<file path="src/rtl/ctrl_pkg.sv">
// Shared definitions for the controller frame parser.
//   - button bit positions inside the 5-bit button state
//   - FSM state type for the frame hunter
//   - default frame start marker
package ctrl_pkg;

  localparam int unsigned BTN_UP     = 0;
  localparam int unsigned BTN_DOWN   = 1;
  localparam int unsigned BTN_LEFT   = 2;
  localparam int unsigned BTN_RIGHT  = 3;
  localparam int unsigned BTN_ACTION = 4;
  localparam int unsigned NUM_BTNS   = 5;

  localparam logic [7:0] SYNC_BYTE_DEFAULT = 8'hA5;

  typedef enum logic [1:0] {
    HUNT     = 2'd0,
    GOT_SYNC = 2'd1,
    GOT_DATA = 2'd2
  } state_t;

  // A DATA byte may only carry button bits; the top three must be clear.
  function automatic logic data_ok(input logic [7:0] data);
    return (data[7:5] == 3'b000);
  endfunction

endpackage

</file>
<file path="src/rtl/ctrl_frame_parser_sat_timer.sv">
// sat_timer: clear/enable saturating up-counter.
//   clk, rst_n : clock, asynchronous active-low reset
//   clr        : synchronous clear (wins over en)
//   en         : count one step per cycle while below MAX
//   done       : high while the count sits at MAX
module sat_timer #(
  parameter int unsigned MAX = 8680
) (
  input  logic clk,
  input  logic rst_n,
  input  logic clr,
  input  logic en,
  output logic done
);

  localparam int unsigned W     = $clog2(MAX + 1);
  localparam logic [W-1:0] MAX_V = W'(MAX);

  logic [W-1:0] count;

  assign done = (count == MAX_V);

  always_ff @(posedge clk or negedge rst_n) begin
    if (!rst_n) begin
      count <= '0;
    end else if (clr) begin
      count <= '0;
    end else if (en && !done) begin
      count <= count + W'(1);
    end
  end

endmodule

</file>
<file path="src/rtl/ctrl_frame_parser.sv">
// ctrl_frame_parser: decodes 3-byte controller frames (SYNC, DATA, CHK) from
// the UART receiver byte stream into a registered 5-bit button state, which
// drives LED[4:0] at the top level in place of the old raw rx_byte latch.
//   CLK100MHZ   : system clock
//   rst_n       : asynchronous active-low reset
//   rx_byte     : received byte, qualified by rx_dv
//   rx_dv       : one-cycle strobe per received byte
//   buttons     : held button state [0]UP [1]DOWN [2]LEFT [3]RIGHT [4]ACTION
//   pressed     : one-cycle pulse per bit on 0->1 of buttons
//   released    : one-cycle pulse per bit on 1->0 of buttons
//   frame_valid : one-cycle pulse when a frame is accepted
//   frame_err   : one-cycle pulse when a frame is rejected or times out
//   link_up     : high while valid frames keep arriving within LINK_TIMEOUT
// A dead link releases every button rather than freezing the last state.
module ctrl_frame_parser
  import ctrl_pkg::*;
#(
  parameter logic [7:0]  SYNC_BYTE    = SYNC_BYTE_DEFAULT,
  parameter int unsigned BYTE_TIMEOUT = 8680,
  parameter int unsigned LINK_TIMEOUT = 10_000_000
) (
  input  logic                CLK100MHZ,
  input  logic                rst_n,
  input  logic [7:0]          rx_byte,
  input  logic                rx_dv,
  output logic [NUM_BTNS-1:0] buttons,
  output logic [NUM_BTNS-1:0] pressed,
  output logic [NUM_BTNS-1:0] released,
  output logic                frame_valid,
  output logic                frame_err,
  output logic                link_up
);

  state_t              state, state_next;
  logic [7:0]          hold, hold_next;
  logic [NUM_BTNS-1:0] btn_next;
  logic                valid_next, err_next, link_next;

  logic gap_done;
  logic link_done, link_done_q, link_expired;

  // Byte-gap timer only runs inside a frame; holding it clear in HUNT keeps
  // it from carrying a stale saturated value into the next frame.
  sat_timer #(.MAX(BYTE_TIMEOUT)) u_gap_timer (
    .clk   (CLK100MHZ),
    .rst_n (rst_n),
    .clr   (rx_dv || (state == HUNT)),
    .en    (state != HUNT),
    .done  (gap_done)
  );

  sat_timer #(.MAX(LINK_TIMEOUT)) u_link_timer (
    .clk   (CLK100MHZ),
    .rst_n (rst_n),
    .clr   (valid_next),
    .en    (1'b1),
    .done  (link_done)
  );

  // Expiry acts only on the first saturated cycle, not every cycle after.
  assign link_expired = link_done && !link_done_q;

  always_comb begin
    state_next = state;
    hold_next  = hold;
    btn_next   = buttons;
    link_next  = link_up;
    valid_next = 1'b0;
    err_next   = 1'b0;

    unique case (state)
      HUNT: begin
        if (rx_dv && (rx_byte == SYNC_BYTE)) begin
          state_next = GOT_SYNC;
        end
      end

      GOT_SYNC: begin
        if (rx_dv) begin
          if (data_ok(rx_byte)) begin
            hold_next  = rx_byte;
            state_next = GOT_DATA;
          end else begin
            err_next   = 1'b1;
            state_next = (rx_byte == SYNC_BYTE) ? GOT_SYNC : HUNT;
          end
        end else if (gap_done) begin
          err_next   = 1'b1;
          state_next = HUNT;
        end
      end

      GOT_DATA: begin
        if (rx_dv) begin
          if (rx_byte == ~hold) begin
            valid_next = 1'b1;
            btn_next   = hold[NUM_BTNS-1:0];
            link_next  = 1'b1;
            state_next = HUNT;
          end else begin
            err_next   = 1'b1;
            state_next = (rx_byte == SYNC_BYTE) ? GOT_SYNC : HUNT;
          end
        end else if (gap_done) begin
          err_next   = 1'b1;
          state_next = HUNT;
        end
      end

      default: state_next = HUNT;
    endcase

    // A frame accepted in the expiry cycle keeps the link alive.
    if (link_expired && !valid_next) begin
      btn_next  = '0;
      link_next = 1'b0;
    end
  end

  always_ff @(posedge CLK100MHZ or negedge rst_n) begin
    if (!rst_n) begin
      state       <= HUNT;
      hold        <= '0;
      buttons     <= '0;
      pressed     <= '0;
      released    <= '0;
      frame_valid <= 1'b0;
      frame_err   <= 1'b0;
      link_up     <= 1'b0;
      link_done_q <= 1'b0;
    end else begin
      state       <= state_next;
      hold        <= hold_next;
      buttons     <= btn_next;
      pressed     <= btn_next & ~buttons;
      released    <= buttons & ~btn_next;
      frame_valid <= valid_next;
      frame_err   <= err_next;
      link_up     <= link_next;
      link_done_q <= link_done;
    end
  end

endmodule

</file>
<file path="config.mk">
export PLATFORM = sky130hd
export DESIGN_NAME = ctrl_frame_parser
export DESIGN_NICKNAME = d
export VERILOG_FILES = /design/src/rtl/ctrl_pkg.sv /design/src/rtl/ctrl_frame_parser_sat_timer.sv /design/src/rtl/ctrl_frame_parser.sv
export SDC_FILE = /design/constraint.sdc
export NUM_CORES = 1
export LEC_CHECK = 0
export ABC_AREA = 1
export ABC_CLOCK_PERIOD_IN_PS = 2800
export BUFFER_PORTS_ARGS = -buffer_cell sky130_fd_sc_hd__buf_2
export CAP_MARGIN = 5
export CORE_MARGIN = 5
export CORE_UTILIZATION = 65
export CTS_CLUSTER_SIZE = 20
export DETAILED_ROUTE_END_ITERATION = 12
export MAX_ROUTING_LAYER = met4
export PLACE_DENSITY = 0.85
export SYNTH_ARGS = -nofsm -noshare
export SYNTH_HDL_FRONTEND = slang
export SYNTH_SLANG_ARGS = --single-unit
</file>
<file path="constraint.sdc">
create_clock -name CLK100MHZ -period 2.8 [get_ports CLK100MHZ]
set_clock_uncertainty 0.05 [all_clocks]
set_input_delay 0.42 -clock CLK100MHZ [delete_from_list [all_inputs] [get_ports CLK100MHZ]]
set_output_delay 0.42 -clock CLK100MHZ [all_outputs]
set_load 0.02 [all_outputs]
</file>
# Yosys cells after proc, flatten, opt, wreduce, memory -nomap -nowiden
# Cells that the tools add are included.
[word_totals] reg_bits=67 input_bits=11
[op_classes] addsub=2 n_eq_ne=8 muxes=29 bitwise=5 n_reduce_logical=17
[op_table] op="24-bit 2-to-1 mux" count=2
[op_table] op="14-bit 2-to-1 mux" count=2
[op_table] op="24-bit by 1-bit adder with 24-bit output (second input constant)" count=1
[op_table] op="24-bit == test (second input constant)" count=1
[op_table] op="5-bit 2-to-1 mux" count=4
[op_table] op="14-bit by 1-bit adder with 14-bit output (second input constant)" count=1
[op_table] op="14-bit == test (second input constant)" count=1
[op_table] op="1-bit 2-to-1 mux" count=14
[op_table] op="5-bit bitwise AND" count=2
[op_table] op="2-bit 2-to-1 mux" count=5
[op_table] op="5-bit inverter" count=2
[op_table] op="2-bit nonzero test" count=5
[op_table] op="8-bit == test" count=1
[op_table] op="8-bit == test (second input constant)" count=1
[op_table] op="8-bit inverter" count=1
[op_table] op="2-bit one-hot mux with 3 select lines" count=1
[op_table] op="3-bit AND reduction" count=2
[op_table] op="1-bit logical AND" count=4
[op_table] op="1-bit logical NOT" count=3
[op_table] op="3-bit logical NOT" count=1
[op_table] op="2-bit by 1-bit == test with 1-bit output (second input constant)" count=1
[op_table] op="2-bit == test (second input constant)" count=1
[op_table] op="2-bit logical NOT" count=1
[op_table] op="2-bit by 1-bit != test with 1-bit output (second input constant)" count=1
[op_table] op="other kinds (3)" count=3

# Depth between registers and ports, before layout
# Gate-level depths: netlist (run 1).
[depth] depth_word=10 mapped_depth=11

# By module
# From an unflattened synthesis (run 1), not the netlist that was laid out.
[unflattened] hier_cells=568 hier_area_um2=4023.9
[modules_own_cells] mod="sat_timer (u_link_timer)" instances=1 cells_each=257 area_per_inst_um2=1691.6 seq_area_each_um2=600.6
[modules_own_cells] mod="ctrl_frame_parser" instances=1 cells_each=170 area_per_inst_um2=1382.6 seq_area_each_um2=725.7
[modules_own_cells] mod="sat_timer (u_gap_timer)" instances=1 cells_each=141 area_per_inst_um2=949.7 seq_area_each_um2=350.3

# Worst setup path after synthesis (run 1)
# OpenSTA, ideal clock, no wires.
[synth_timing] path_kind="flip-flop to flip-flop" from="register u_link_timer.count[0]" to="register link_up" setup_time_ns=0.119 arrival_time_ns=1.299 required_ns=2.631 setup_slack_ns=1.332 stages_incl_launch_ff=10 n_path_buf=0 path_cell_list="dfrtp_1 inv_1 ha_1 nand3_1 nor2_2 nand3_4 nor2_4 nand2_4 inv_6 nor2_4"
[synth_between] elab_chain_cells=5 word_cells_on_any_way=8 cone_classes="1 x eq/ne; 1 x mux; 6 x reduce/logical"
[synth_lines] element="from (decl)" line="ctrl_frame_parser_sat_timer.sv:19" source="logic [W-1:0] count;"
[synth_lines] element="from (signal assigned)" line="ctrl_frame_parser_sat_timer.sv:29" source="count <= count + W'(1);"
[synth_lines] element="24-bit == test *" line="ctrl_frame_parser_sat_timer.sv:21" source="assign done = (count == MAX_V);"
[synth_lines] element="1-bit logical AND *" line="ctrl_frame_parser.sv:61" source="assign link_expired = link_done && !link_done_q;"
[synth_lines] element="1-bit logical AND *" line="ctrl_frame_parser.sv:114" source="if (link_expired && !valid_next) begin"
[synth_lines] element="2-bit nonzero test (no line)"
[synth_lines] element="3-bit AND reduction (no line)"
[synth_lines] element="to (signal assigned)" line="ctrl_frame_parser.sv:139" source="link_up <= link_next;"
[synth_lines] element="to (decl)" line="ctrl_frame_parser.sv:31" source="output logic link_up"
# Every way passes the cells marked *; elsewhere a longest branch is shown, timed or not.
# A chain may end at the register's enable or synchronous reset.

# Worst setup path in the final report (run 1)
[layout_timing] from="register state[0]" to="register buttons[1]"
[layout_between] elab_chain_cells=5 word_cells_on_any_way=6 cone_classes="1 x eq/ne; 3 x mux; 2 x reduce/logical"
[layout_lines] element="from (decl)" line="ctrl_frame_parser.sv:34" source="state_t state, state_next;"
[layout_lines] element="from (signal assigned)" line="ctrl_frame_parser.sv:132" source="state <= state_next;"
[layout_lines] element="2-bit == test *" line="ctrl_frame_parser.sv:71" source="unique case (state)"
[layout_lines] element="1-bit 2-to-1 mux" line="ctrl_frame_parser.sv:71"
[layout_lines] element="1-bit logical NOT" line="ctrl_frame_parser.sv:114"
[layout_lines] element="1-bit logical AND" line="ctrl_frame_parser.sv:114"
[layout_lines] element="5-bit 2-to-1 mux *" line="ctrl_frame_parser.sv:114"
[layout_lines] element="net btn_next[1]" line="ctrl_frame_parser.sv:36" source="logic [NUM_BTNS-1:0] btn_next;"
[layout_lines] element="to (signal assigned)" line="ctrl_frame_parser.sv:134" source="buttons <= btn_next;"
[layout_lines] element="to (decl)" line="ctrl_frame_parser.sv:26" source="output logic [NUM_BTNS-1:0] buttons,"
# Mark *: on every way through the listed nets, which the timed path passes. The rest lies on a longest branch.

==> results of run 1 <==
## metal layers
metal / vias to the layer above / global-route usage, %
met5: - / -
met4: 0 / 6.475
met3: 16 / 5.572
met2: 115 / 42.68
met1: 1549 / 31.47
li1: 1538 / -
## report_power, final
part	leakage (nW)	switching, mW	internal (mW)
registers	0.863	0.0107	0.975
clock network	0.111	0.396	0.509
logic	1.09	0.0799	0.0326
## worst paths after layout
check                      depth (start not counted)                endpoint  slack [ns]                  start
max                                                6              buttons[1]        0.68               state[0]
min                                                1  u_link_timer.count[10]        0.08                  rst_n
max reg2reg                                        6              buttons[1]        0.68               state[0]
min reg2reg                                        1   u_gap_timer.count[13]        0.42  u_gap_timer.count[13]
max in group asynchronous                          2   u_link_timer.count[0]        1.98                  rst_n
min in group CLK100MHZ                             3                 hold[1]        0.33             rx_byte[1]
## metrics by stage
step | utilization [%] | std cells | setup slack [ns] | area, um^2 | hold slack, ns
2_1_floorplan | - | 459 | 1.332 | 3760 | 0.07441
3_3_place_gp | 70.77 | 553 | 0.8090 | 3945 | 0.4040
3_5_place_dp | 70.77 | 553 | 0.6943 | 3945 | 0.4126
4_1_cts | 74.77 | 569 | 0.6948 | 4168 | 0.1032
5_1_grt | 74.77 | 569 | 0.5713 | 4168 | 0.1447
6_report | 74.77 | 569 | 0.6834 | 4168 | 0.08296
## cells in the mapped netlist
master	instances
a211oi_1	2
a21oi_1	18
a21oi_2	10
a22oi_1	1
and3_1	1
buf_2	2
buf_4	1
buf_6	3
clkbuf_8	1
dfrtp_1	67
ha_1	8
inv_1	63
inv_2	11
inv_6	1
nand2_1	84
nand2_2	10
nand2_4	1
nand3_1	25
nand3_2	1
nand3_4	1
nand4_1	15
nand4_2	2
nand4_4	1
nor2_1	51
nor2_2	9
nor2_4	7
nor3_1	11
nor3_2	7
nor3_4	1
nor3b_1	1
nor4_1	3
nor4_2	1
o21ai_0	22
o21ai_1	6
xnor2_1	1
xor2_1	10
## state kept, by name (all words and copies together), names as in the netlist
signal,cells
buttons,5
frame_err,1
frame_valid,1
hold,8
link_done_q,1
link_up,1
pressed,5
released,5
state,2
u_gap_timer.count,14
u_link_timer.count,24
## final cells by class
cell class / count / area share, %
Sequential cell: 67 / 40.23
Timing Repair Buffer: 29 / 3.843
Tap cell: 72 / 2.162
Inverter: 75 / 6.875
Multi-Input combinational cell: 310 / 41.55
Clock inverter: 7 / 2.372
Clock buffer: 9 / 2.972
## kinds of logic (layout without fill, tap and decap cells)
kind of cell	count (synthesis)	in the layout	share of synthesized area [%]
DFF	67	67	44.59
xor gates and xnor gates	11	11	2.562
AOI/OAI and AO/OA	59	59	9.052
buffers and inverters	82	120	9.351
adders and majority gates	8	8	2.662
and+or+nand+nor	232	232	31.78
## worst max-delay path: stages (launching register included)
cell,delay [ns]
dfrtp_1,0.42
inv_1,0.09
ha_1,0.42
nand4_2,0.48
nand2_4,0.33
inv_6,0.08
a21oi_2,0.16
==> run_results.csv, run 1 <==
group,metric,value,unit
global_routing,overflow,0,
global_routing,grt_pass1_vias,3149,
worst_setup_path,crit_fanout,12,
logic_synthesis,netlist_area,0.003760,mm^2
placed_design,place_hpwl,6.394,mm
detailed_routing,wl_per_cell,15.23,um
power,power,2.003,mW
finish,n_antenna_cell,0,
detailed_routing,met1_length,3.555,mm
clocking,cts_buffer_depth,2,
global_routing,grt_max_degree,37,
floorplanning,die_h,86.06,um
finish,final_cell_mix,"84 x nand2_1, 67 x dfrtp_1, 63 x inv_1, 51 x nor2_1, 28 x buf_2",
sta,relSlewSlack,51.67,%
finish,final_common_cell,"nand2_1",
power,power_density,480.6,mW/mm^2
sta,rsz0062_at_grt,"false",
clocking,path_clk_slew,0.08,ns
power,p_leak,2.063,nW
logic_synthesis,yosys_warnings,0,
sta,period_needed,2.117,ns
flow_run,drv_cap,0,
placed_design,portBuffers,28,
worst_setup_path,critPathKind,"flip-flop to flip-flop",
detailed_routing,drc_errors,0,
clocking,numCtsBuffers,9,
worst_hold_path,hold_path_class,"input port to async pin",
sta,setup_tns,0,ns
floorplanning,die_w,86.06,um
sta,period_share,75.59,%
finish,syn2layout_area_growth,10.85,%
clocking,clock_latency,0.35,ns
clocking,ctsResizeCount,0,
logic_synthesis,synth_top_cell_by_area,"dfrtp_1",
worst_setup_path,crit_required,3.01,ns
detailed_routing,firstDrtPassIters,5,
clocking,cts_setup_buffers,0,
placed_design,gp_congestion,0.8798,
floorplanning,core.rowCount,27,
clocking,root_buffer,"clkbuf_8",
logic_synthesis,syn-mean-instance-area,8.191,um^2
global_routing,grt.total_usage,25.54,%
worst_setup_path,cp-start-kind,"flip-flop",
clocking,hold_buffers,0,
clocking,htree_levels,3,
clocking,cts_sinks,67,
floorplanning,initial_core_util,67.45,%
worst_setup_path,arrival,2.33,ns
worst_setup_path,cp-end-kind,"flip-flop",
sta,slew_viol_final,0,
logic_synthesis,ys_top_cells_by_area,"dfrtp_1 45%, nand2_1 8.4%, inv_1 6.3%",
logic_synthesis,ys_seq_area_share,44.59,%
finish,multi_input_area,0.001732,mm^2
detailed_routing,met3_length,494,um
detailed_routing,met2WireLength,4.492,mm
sta,worst_slew_pin_slew,0.7250,ns
detailed_routing,vias,3218,
finish,drive_above_1_share,21.73,%
floorplanning,core-area,0.005574,mm^2
detailed_routing,drtIter0Drc,212,
detailed_routing,vias_per_cell,5.656,
floorplanning,dieArea,0.007405,mm^2
detailed_routing,wirelength,8.664,mm
sta,max_freq,472.4,MHz
power,vdd_drop_max,0.3503,mV
logic_synthesis,ys_seq_elements,67,
finish,nFillCells,405,
clocking,cts_tree,"done",
run_status,run_status,"finished clean",
logic_synthesis,synth_fp_nets,478,
finish,fin_nets,511,
sta,setup_violations,0,
detailed_routing,final_antenna_net_count,0,
logic_synthesis,synth_cell_types,36,
sta,hold_viol,0,
logic_synthesis,synth_top_cell_area_share,44.59,%
global_routing,antenna_found_initial,0,
floorplanning,boundaryPins,29,
detailed_routing,top_layer_used,"met4",
finish,seq_area,0.001677,mm^2
global_routing,grt_first_pass_wirelength,14.57,mm
logic_synthesis,netlist_instances,459,
(Power assumes the default switching activity.)
==> run 2, diff against run 1 <==
--- a/config.mk
+++ b/config.mk
@@ -6,15 +6,15 @@
 export NUM_CORES = 1
 export LEC_CHECK = 0
 export ABC_AREA = 1
-export ABC_CLOCK_PERIOD_IN_PS = 2800
+export ABC_CLOCK_PERIOD_IN_PS = 1800
 export BUFFER_PORTS_ARGS = -buffer_cell sky130_fd_sc_hd__buf_2
 export CAP_MARGIN = 5
 export CORE_MARGIN = 5
-export CORE_UTILIZATION = 65
+export CORE_UTILIZATION = 54
 export CTS_CLUSTER_SIZE = 20
 export DETAILED_ROUTE_END_ITERATION = 12
 export MAX_ROUTING_LAYER = met4
-export PLACE_DENSITY = 0.85
+export PLACE_DENSITY = 0.76
 export SYNTH_ARGS = -nofsm -noshare
 export SYNTH_HDL_FRONTEND = slang
 export SYNTH_SLANG_ARGS = --single-unit
==> constraint.sdc (replaced) <==
create_clock -name CLK100MHZ -period 1.8 [get_ports CLK100MHZ]
set_clock_uncertainty 0.05 [all_clocks]
set_input_delay 0.27 -clock CLK100MHZ [delete_from_list [all_inputs] [get_ports CLK100MHZ]]
set_output_delay 0.27 -clock CLK100MHZ [all_outputs]
set_load 0.02 [all_outputs]
==> run 2 against run 1 <==
Die area is 18% higher. Sequential power rose by 55%. Non-clock buffer count rose by 10. Clock power rose by 15%. Wire length is 9.0% lower. Flip-flop and latch count did not move. Critical path depth increased by 1. Global-route usage down 5.2 points. Combinational power is 56% higher. Count of clock-buffer cells in the layout is 1 higher. Maximum frequency is 25% higher. Critical endpoint is now u_link_timer.count[3].
==> run_results.csv, run 2 (synthesized netlist as in run 1, its figures left out) <==
group,metric,value,unit
power,vdd_drop_max,0.4064,mV
flow_run,drv_cap,0,
global_routing,grt.total_usage,20.39,%
finish,fin_nets,521,
finish,n_antenna_cell,0,
power,p_leak,2.085,nW
floorplanning,core.rowCount,30,
finish,post-route-cell-area,0.004229,mm^2
worst_setup_path,crit_required,1.97,ns
sta,hold_viol,0,
clocking,htree_levels,3,
worst_setup_path,cp_top_family,"buffers and inverters",
detailed_routing,final_antenna_net_count,0,
clocking,root_buffer,"clkbuf_8",
global_routing,grt_max_degree,68,
finish,syn2layout_area_growth,12.48,%
finish,drive_above_1_share,23.27,%
floorplanning,dieArea,0.008731,mm^2
worst_hold_path,min_to,"hold[0]",
worst_hold_path,min_from,"rx_byte[0]",
sta,setup_tns,0,ns
floorplanning,initial_core_util,55.34,%
global_routing,grt_pass1_vias,2977,
placed_design,portBuffers,28,
placed_design,place_hpwl,5.923,mm
placed_design,gp_congestion,0.9163,
sta,period_needed,1.693,ns
detailed_routing,vias_per_cell,5.065,
sta,relSlewSlack,72.94,%
worst_setup_path,reg2reg_to,"u_link_timer.count[3]",
worst_hold_path,hold_path_class,"input port to flip-flop",
run_status,run_status,"finished clean",
clocking,cts_sinks,67,
floorplanning,boundaryPins,29,
worst_setup_path,r2r_slack,0.11,ns
detailed_routing,drtIter0Drc,187,
detailed_routing,wl_per_cell,13.07,um
power,power,2.746,mW
worst_setup_path,crit_fanout,5,
floorplanning,core-area,0.006794,mm^2
sta,setup_violations,0,
worst_setup_path,r2r_start,"state[0]",
global_routing,overflow,0,
finish,reg_top3,"u_link_timer.count: 24 flops, u_gap_timer.count: 14 flops, hold: 8 flops",
worst_setup_path,crit_chain,"inv_1 -> ha_1 -> buf_4 -> inv_1 -> nor4_2 -> buf_4 -> nor2_1",
worst_setup_path,critical-path-max-stage-delay,0.42,ns
placed_design,placed_area,0.004035,mm^2
global_routing,grt_first_pass_wirelength,13.66,mm
power,power_density,649.4,mW/mm^2
clocking,path_clk_slew,0.07,ns
sta,period_share,94.03,%
global_routing,antenna_found_initial,0,
clocking,cts_buffer_depth,2,
sta,slew_viol_final,0,
finish,post-route-util,62.25,%
finish,final_cell_mix,"84 x nand2_1, 67 x dfrtp_1, 62 x inv_1, 50 x nor2_1, 28 x buf_2",
sta,rsz0062_at_grt,"false",
clocking,numCtsBuffers,9,
floorplanning,die_h,93.44,um
sta,max_freq,590.8,MHz
finish,largest_reg_flops,24,
finish,final_common_cell,"nand2_1",
worst_setup_path,path_buf_inv,4,
worst_setup_path,arrival,1.86,ns
finish,regMostFlops,"u_link_timer.count",
detailed_routing,drc_errors,0,
worst_setup_path,slowest_stage,"dfrtp_1",
detailed_routing,wirelength,7.884,mm
worst_setup_path,cp-end-kind,"flip-flop",
clocking,clock_latency,0.34,ns
detailed_routing,firstDrtPassIters,6,
worst_setup_path,critPathKind,"flip-flop to flip-flop",
finish,nFillCells,579,
sta,worst_slew_pin_slew,0.4028,ns
floorplanning,die_w,93.44,um
detailed_routing,vias,3054,
clocking,cts_tree,"done",
worst_setup_path,rr_worst_depth,7,
worst_setup_path,cp-start-kind,"flip-flop",
worst_hold_path,hold_depth,3,
==> run 2: area by class of cell <==
| cell class | count | area (um^2) | share of cell area, % |
|---|---|---|---|
| repair buffers | 39 | 237.7 | 5.621 |
| flip-flops and latches | 67 | 1677 | 39.64 |
| well taps | 96 | 120.1 | 2.840 |
| clock buffers | 10 | 127.6 | 3.018 |
| inverters | 75 | 286.5 | 6.775 |
| clock inverters | 6 | 32.53 | 0.7692 |
| multi-input cells | 310 | 1748 | 41.33 |
==> run 2: repair_timing <==
| action | CTS | global route |
|---|---|---|
| setup buffers | 0 | 1 |
| hold endpoints to repair | 67 | 0 |
| gates resized for setup | 0 | 4 |
| hold buffers | 1 | 0 |
| setup endpoints to repair | 0 | 14 |
==> run 2: report_power, final <==
part	internal [mW]	total [mW]	switching [mW]
logic	0.0540	0.175	0.121
registers	1.52	1.53	0.0155
clock network	0.487	1.04	0.551
==> run 2: worst max path at each step <==
stage                          startpoint               endpoint  slack, ns  cells after the start
finish                           state[0]  u_link_timer.count[3]       0.11                      7
global route                      hold[0]  u_link_timer.count[9]      0.005                      9
CTS                               hold[0]                link_up       0.04                      9
detailed placement             rx_byte[2]                link_up       0.07                     10
global placement               rx_byte[2]                link_up       0.12                     10
floorplan           u_link_timer.count[0]                link_up       0.33                      9
==> run 2: through the flow <==
stage	hold WS [ns]	setup slack [ns]	std cells
floorplan	-0.07559	0.3321	459
global placement	0.2706	0.1174	585
detailed placement	0.2698	0.06789	585
CTS	0.1811	0.04136	602
global route	0.2059	0.005441	603
finish	0.1994	0.1075	603
==> run 2: layer usage <==
metal,global-route usage [%],routed length (um)
met5,-,0
met4,7.692,151
met3,4.425,290
met2,32.40,3925
met1,25.62,3516
==> run 2: worst min-delay path, delay by kind of cell <==
family / cells / cell delay (ns)
buffers and inverters: 2 / 0.19
AO/OA/AOI/OAI: 1 / 0.08
